`config.mk`:
```
export PLATFORM = sky130hd
export DESIGN_NAME = seq_chunk_adder
export DESIGN_NICKNAME = d
export VERILOG_FILES = /design/src/rtl/adder_pkg.sv /design/src/rtl/chunk_add.sv /design/src/rtl/seq_chunk_adder.sv
export SDC_FILE = /design/constraint.sdc
export NUM_CORES = 1
export LEC_CHECK = 0
export ABC_AREA = 1
export CORE_UTILIZATION = 55
export CTS_CLUSTER_SIZE = 12
export DETAILED_ROUTE_END_ITERATION = 7
export PLACE_DENSITY = 0.86
export SLEW_MARGIN = 20
export SYNTH_ARGS = -nofsm -noshare
export SYNTH_HDL_FRONTEND = slang
export SYNTH_SLANG_ARGS = --single-unit
```
`constraint.sdc`:
```
create_clock -name clk -period 6.7 [get_ports clk]
set_input_delay 1.34 -clock clk [delete_from_list [all_inputs] [get_ports clk]]
set_output_delay 1.34 -clock clk [all_outputs]
set_load 0.01 [all_outputs]
```
`src/rtl/adder_pkg.sv`:
```
// rtl/adder_pkg.sv - shared state type, default geometry and chunking check for seq_chunk_adder
package adder_pkg;

    localparam int DEFAULT_WIDTH = 32;
    localparam int DEFAULT_CHUNK = 8;

    typedef enum logic [1:0] {
        IDLE = 2'd0,
        RUN  = 2'd1,
        DONE = 2'd2
    } adder_state_t;

    // A legal geometry splits the operand into a whole number of non-empty chunks.
    function automatic bit chunking_legal(input int width, input int chunk);
        return (chunk > 0) && (width >= chunk) && ((width % chunk) == 0);
    endfunction

endpackage

```
`src/rtl/chunk_add.sv`:
```
// rtl/chunk_add.sv - CHUNK-bit combinational add slice with carry in/out
module chunk_add #(
    parameter int CHUNK = 8
) (
    input  logic [CHUNK-1:0] a,
    input  logic [CHUNK-1:0] b,
    input  logic             cin,
    output logic [CHUNK-1:0] s,
    output logic             cout
);

    assign {cout, s} = {1'b0, a} + {1'b0, b} + {{CHUNK{1'b0}}, cin};

endmodule

```
`src/rtl/seq_chunk_adder.sv`:
```
// rtl/seq_chunk_adder.sv - multi-cycle add/sub, CHUNK bits per clock; flags built when SEQ_ADDER_FLAGS_EN is defined
module seq_chunk_adder
    import adder_pkg::*;
#(
    parameter int WIDTH = DEFAULT_WIDTH,
    parameter int CHUNK = DEFAULT_CHUNK
) (
    input  logic             clk,
    input  logic             rst,
    input  logic             in_valid,
    output logic             in_ready,
    input  logic [WIDTH-1:0] in_1,
    input  logic [WIDTH-1:0] in_2,
    input  logic             sub,
    output logic             out_valid,
    input  logic             out_ready,
    output logic [WIDTH-1:0] sum_out,
    output logic             carry_out,
    output logic             overflow,
    output logic             zero
);

    localparam int NCH = WIDTH / CHUNK;
    localparam int CW  = (NCH > 1) ? $clog2(NCH) : 1;
    localparam logic [CW-1:0] K_LAST = CW'(NCH - 1);

    if (!chunking_legal(WIDTH, CHUNK)) begin : g_bad_chunking
        $error("seq_chunk_adder: WIDTH must be a non-zero multiple of CHUNK");
    end

    adder_state_t     state_q, state_d;
    logic [WIDTH-1:0] a_q;
    logic [WIDTH-1:0] b_q;
    logic [WIDTH-1:0] res_q;
    logic [WIDTH-1:0] res_next;
    logic             carry_q;
    logic [CW-1:0]    k_q;
    logic [CHUNK-1:0] chunk_s;
    logic             chunk_cout;
    logic             last_chunk;

    // One slice serves every chunk; the counter steers which bits it sees.
    chunk_add #(.CHUNK(CHUNK)) u_chunk_add (
        .a    (a_q[k_q*CHUNK +: CHUNK]),
        .b    (b_q[k_q*CHUNK +: CHUNK]),
        .cin  (carry_q),
        .s    (chunk_s),
        .cout (chunk_cout)
    );

    assign last_chunk = (k_q == K_LAST);

    always_comb begin
        res_next = res_q;
        res_next[k_q*CHUNK +: CHUNK] = chunk_s;
    end

    always_comb begin
        state_d   = state_q;
        in_ready  = 1'b0;
        out_valid = 1'b0;
        case (state_q)
            IDLE: begin
                in_ready = !rst;
                if (in_valid) begin
                    state_d = RUN;
                end
            end
            RUN: begin
                if (last_chunk) begin
                    state_d = DONE;
                end
            end
            DONE: begin
                out_valid = 1'b1;
                if (out_ready) begin
                    state_d = IDLE;
                end
            end
            default: state_d = IDLE;
        endcase
    end

    always_ff @(posedge clk) begin
        if (rst) begin
            state_q <= IDLE;
            k_q     <= '0;
            a_q     <= '0;
            b_q     <= '0;
            res_q   <= '0;
            carry_q <= 1'b0;
        end else begin
            state_q <= state_d;
            case (state_q)
                IDLE: begin
                    if (in_valid) begin
                        // Subtraction is A + ~B + 1: invert B once and seed the carry.
                        a_q     <= in_1;
                        b_q     <= sub ? ~in_2 : in_2;
                        carry_q <= sub;
                        k_q     <= '0;
                    end
                end
                RUN: begin
                    res_q   <= res_next;
                    carry_q <= chunk_cout;
                    k_q     <= k_q + 1'b1;
                end
                default: ;
            endcase
        end
    end

    assign sum_out = res_q;

`ifdef SEQ_ADDER_FLAGS_EN
    logic carry_f;
    logic overflow_f;
    logic zero_f;

    // Flags are captured from the final chunk so they line up with the full result.
    always_ff @(posedge clk) begin
        if (rst) begin
            carry_f    <= 1'b0;
            overflow_f <= 1'b0;
            zero_f     <= 1'b0;
        end else if ((state_q == RUN) && last_chunk) begin
            carry_f    <= chunk_cout;
            overflow_f <= (a_q[WIDTH-1] == b_q[WIDTH-1]) && (res_next[WIDTH-1] != a_q[WIDTH-1]);
            zero_f     <= (res_next == '0);
        end
    end

    assign carry_out = carry_f;
    assign overflow  = overflow_f;
    assign zero      = zero_f;
`else
    assign carry_out = 1'b0;
    assign overflow  = 1'b0;
    assign zero      = 1'b0;
`endif

endmodule

```
==> impl_metrics.toml, run 1 <==
[sta]
finalClockSkew_ns = 0.00958
setup_viol = 0
finalHoldViolCount = 0
rsz0062_at_grt = "false"
period_minus_slack_ns = 3.92
fmax_mhz = 255
fin_crit_sh_pct = 58.6
fin_ws_ns = 2.78
maxSlewHeadroom_pct = 39.0
tns_ns = 0
tightest_slew_ns = 0.913
drv_slew = 0

[hold_path]
whs_path_depth = 2
hold_path.class = "reg2reg"

[job]
cap_viol_max_count = 0

[cts]
hold_buffers = 0
post_cts_buffers = 0
insertion_delay_ns = 0.37
clkSinkCount = 101
path_clk_slew_ns = 0.09
cts_buffer_depth = 2
clockRootBuffer = "clkbuf_8"
numCtsBuffers = 9
tritoncts = "built"
cts_resized = 0
htreeDepth = 3

[power]
leakage_nw = 2.28
p_per_area_nw_per_um2 = 227
ir_drop_mv = 0.115

[synth]
yosys.area.top_type = "dfxtp_1"
synth_common_cells = "nor2_1 (140), dfxtp_1 (101), nand2_1 (81)"
ys.flop_type = "dfxtp_1"
syn_area_per_cell_um2 = 7.60
synth.most_common_cell = "nor2_1"
yosysWarnings = 0
ys_seq_elements = 101
ys_top_cells_by_area = "dfxtp_1 (42%), nor2_1 (11%), o21ai_0 (6.6%)"
synth_edf_count = 0
ys_seq_area_share_pct = 42.2
synthesis.area_um2 = 4790
async_reset_ff_share_pct = 0
synth_top_area_share_pct = 42.2
synthCells = 631
ys_types = 34

[placement]
dpl.hpwl_um = 8250
portBuffers = 102
place_ws_ns = 2.79
routabilityCongestion = 0.844

[global_routing]
antenna_found_initial = 0
grt_pass1_vias = 3967
grt_pass1_wl_um = 18800
grt_use_total_pct = 26.7
grt-ovfl-total = 0
grt_max_degree = 69

[route]
drtIter0Drc = 268
dr.pass1.iters = 5
viasPerCell = 5.42
drc_errors = 0
wl_per_cell_um = 14.1
num_vias = 4434
drt.antenna.violating_nets = 0
wirelength_um = 11500

[floorplan]
core-area_um2 = 8340
die_y_um = 95.4
io_pins = 106
floorplan.initialDensity_pct = 57.5
die_x_um = 95.4
rows = 33
die_area_um2 = 9090

[layout]
nets = 791
synthToLayoutAreaGrowth_pct = 23.9
fill_cells = 681
finish.utilization_pct = 71.2
drive_gt1_share_pct = 5.19
antenna_cells = 0

[setup_path]
crit_slowest_cell = "buf_4"
critPathCaptureType = "output pin"
worstSetupPathType = "in2out"
r2r_slack_ns = 3.07
crit_fanout = 68
required_ns = 5.36
cp.arrival_ns = 2.58
reg2reg_depth = 15
crit_chain = "buf_2 > buf_4 > nor2_1 > clkdlybuf4s50_1"
slowest_delay_ns = 0.53
cp-start-kind = "primary input"

[run_status]
run_status = "completed"
[routing by layer]
| layer | GRT usage (%) | wire [um] | up-vias |
|---|---|---|---|
| li1 | - | - | 2237 |
| met1 | 35.8 | 5050 | 2012 |
| met2 | 44.0 | 5600 | 167 |
| met3 | 3.91 | 663 | 18 |
| met4 | 8.59 | 187 | 0 |
| met5 | 0 | 0 | - |
[report_power, final]
| part | total [W] | internal [W] | switching, W |
|---|---|---|---|
| Sequential | 0.000663 | 0.000641 | 0.0000219 |
| Clock | 0.000342 | 0.000135 | 0.000208 |
| Combinational | 0.000344 | 0.000138 | 0.000206 |
| Total | 0.00135 | 0.000914 | 0.000436 |
[area by class of cell]
| cell class | count | area, um2 | area share (%) |
|---|---|---|---|
| Multi-Input combinational cell | 460 | 2460 | 41.5 |
| Sequential cell | 101 | 2020 | 34.1 |
| Timing Repair Buffer | 106 | 1040 | 17.5 |
| Tap cell | 105 | 131 | 2.21 |
| Clock buffer | 10 | 128 | 2.15 |
| Inverter | 30 | 113 | 1.90 |
| Clock inverter | 6 | 38.8 | 0.653 |
[cell usage in the layout, fill, tap and decap left out, types with 4 or more instances in the layout]
master             n
dfxtp_1          101
a21oi_1           37
nand3_1           13
inv_1             26
xnor2_1           33
o21ai_0           63
nand4_1            7
a211oi_1          32
nand2_1           81
nor2_1           140
buf_4              4
nor2_4             4
clkbuf_8           9
clkdlybuf4s50_1  100
ha_1              12
o22ai_1           14
[sequential cells by signal, indices dropped and copies added (netlist names)]
signal,flops
a_q,32
carry_q,1
state_q,2
b_q,32
k_q,2
sum_out,32
[worst paths after layout]
kind	startpoint	to
worst min register to register	b_q[1]	b_q[1]
worst max-delay path	rst	in_ready
worst max register to register	k_q[0]	sum_out[20]
worst min-delay path	b_q[1]	b_q[1]
[cells by family (layout without fill, tap and decap cells)]
family	after synthesis	after routing	share of synthesized area (%)
AO/OA/AOI/OAI	154	154	18.6
XOR/XNOR	35	35	6.40
adder cells (fa/ha/maj)	14	14	3.97
buffers and inverters	72	152	6.58
flip-flops	101	101	42.2
other	1	3	0.0782
AND/OR/NAND/NOR	254	254	22.2
[worst max-delay path, delay by kind of cell]
family	cells	cell delay, ns
simple gates	1	0.11
buf+inv	3	1.10
[stage by stage]
step	power [W]	cells	hold WS [ns]	instance area (um2)
detailed placement	0.00102	802	0.449	5770
global placement	0.00100	802	0.445	5770
global route	0.00142	818	0.493	5940
floorplan	0.000902	633	0.430	4800
CTS	0.00135	818	0.461	5940
finish	0.00135	818	0.460	5940
Note: power is estimated with default switching activity, not from simulation.
==> inputs of run 2 (changes only) <==
Settings changed: CORE_UTILIZATION 55 to 46, PLACE_DENSITY 0.86 to 0.77.
Clock period 6.7 ns to 3.19 ns, I/O delays scaled along.
==> run 2 against run 1 <==
Effect of this change: first-iteration DRC count decreased by 16%; combinational power increased by 110%; register-to-register slack got worse by 2.7 ns; global-route usage decreased by 4.4 points; count of clock-buffer cells in the layout decreased by 1; critical path depth increased by 7; critical path type is now reg2reg; critical endpoint is now sum_out[28]; highest routed layer unchanged.
==> impl_metrics.toml, run 2 (synthesis gave the netlist of run 1 again) <==
[run_status]
run_status = "completed"

[sta]
maxSlewHeadroom_pct = 41.0
rsz0062_at_grt = "false"
setup_viol = 0
finalClockSkew_ns = 0.0142
drv_slew = 0
tightest_slew_ns = 0.885
fmax_mhz = 359
period_minus_slack_ns = 2.79
fin_ws_ns = 0.404
fin_crit_sh_pct = 87.3
tns_ns = 0
finalHoldViolCount = 0

[cts]
numCtsBuffers = 9
cts_buffer_depth = 2
path_clk_slew_ns = 0.09
post_cts_buffers = 0
clockRootBuffer = "clkbuf_8"
cts_resized = 0
htreeDepth = 3
insertion_delay_ns = 0.36
clkSinkCount = 101
hold_buffers = 0
tritoncts = "built"

[setup_path]
reg2reg_depth = 11
worstSetupPathType = "reg2reg"
critPathCaptureType = "register"
r2r_slack_ns = 0.40
cp.arrival_ns = 3.06
crit_fanout = 21
cp-start-kind = "register"
required_ns = 3.47

[power]
p_clk_share_pct = 26.2
power.internal_w = 0.00194
leakage_nw = 2.30
p_per_area_nw_per_um2 = 477
p_sw_w = 0.000933
power_frac_comb_pct = 25.2
power.share.sequential_pct = 48.6
ir_drop_mv = 0.232
p_sw_share_pct = 32.5

[floorplan]
core-area_um2 = 9950
rows = 36
die_area_um2 = 10800
floorplan.initialDensity_pct = 48.2
die_x_um = 104
io_pins = 106
die_y_um = 104

[job]
cap_viol_max_count = 0

[global_routing]
grt_max_degree = 97
antenna_found_initial = 0
grt_pass1_vias = 4216
grt_use_total_pct = 22.3
grt-ovfl-total = 0
grt_pass1_wl_um = 19700

[layout]
antenna_cells = 0
drive_gt1_share_pct = 5.73
nets = 794
fill_cells = 917
multiInputGateArea_um2 = 2460
layout_common_cells = "nor2_1 (140), dfxtp_1 (101), clkdlybuf4s50_1 (100)"
synthToLayoutAreaGrowth_pct = 25.6
regArea_um2 = 2020
final_common_cell = "nor2_1"

[route]
wl_per_cell_um = 13.8
num_vias = 4414
drc_errors = 0
dr.pass1.iters = 4
viasPerCell = 5.20
wirelength_um = 11800
drt.antenna.violating_nets = 0
drtIter0Drc = 225

[placement]
portBuffers = 102
routabilityCongestion = 0.841
place_ws_ns = 0.465
dpl.hpwl_um = 8600

[hold_path]
whs_path_depth = 2
hold_path.class = "reg2reg"
run 2: changes by cell type in the layout (fill, tap and decap cells not counted), sizes merged:
| cell | delta |
|---|---|
| clkinvlp | -1 |
| buf | +3 |
| clkinv | -1 |
| inv | +3 |
| clkbuf | -1 |
run 2: final timing paths:
check	startpoint	end
max	k_q[1]	sum_out[28]
min	sum_out[16]	sum_out[16]
max reg2reg	k_q[1]	sum_out[28]
min reg2reg	sum_out[16]	sum_out[16]
run 2: metal layers:
| layer | GRT usage, % | vias to the layer above | wire length, um |
|---|---|---|---|
| li1 | - | 2248 | - |
| met1 | 28.8 | 2005 | 5300 |
| met2 | 36.5 | 136 | 5530 |
| met3 | 5.01 | 25 | 613 |
| met4 | 7.86 | 0 | 308 |
| met5 | 0 | - | 0 |
run 2: metrics by stage:
step	cell area (um2)	hold WS [ns]	std cells	total power, W	util, %
after floorplan	4800	0.430	633	0.00189	-
after global placement	5840	0.445	833	0.00212	58.7
after detailed placement	5840	0.457	833	0.00214	58.7
after CTS	6020	0.473	849	0.00288	60.5
after global routing	6020	0.494	849	0.00303	60.5
final	6020	0.471	849	0.00287	60.5
run 2: layout make-up:
cell class,count,area share (%)
Multi-Input combinational cell,460,40.9
Clock buffer,9,2.06
Tap cell,133,2.76
Clock inverter,7,0.935
Inverter,30,1.87
Timing Repair Buffer,109,17.9
Sequential cell,101,33.6
run 2: worst max-delay path: stages, from the launching register on:
cell,delay [ns]
dfxtp_1,0.35
clkinv_1,0.44
a32oi_1,0.46
inv_1,0.11
fa_1,0.47
inv_1,0.09
nand2_1,0.05
nand2_1,0.08
nand2_1,0.06
xnor2_1,0.30
nand4_1,0.13
a21oi_1,0.17
run 2: power by group through the flow:
stage,Combinational (W),Clock [W],Sequential [W]
final,0.000725,0.000751,0.00140
after global placement,0.000702,0,0.00142
after CTS,0.000722,0.000760,0.00140
after floorplan,0.000482,0,0.00141
after detailed placement,0.000718,0,0.00142
after global routing,0.000804,0.000817,0.00141
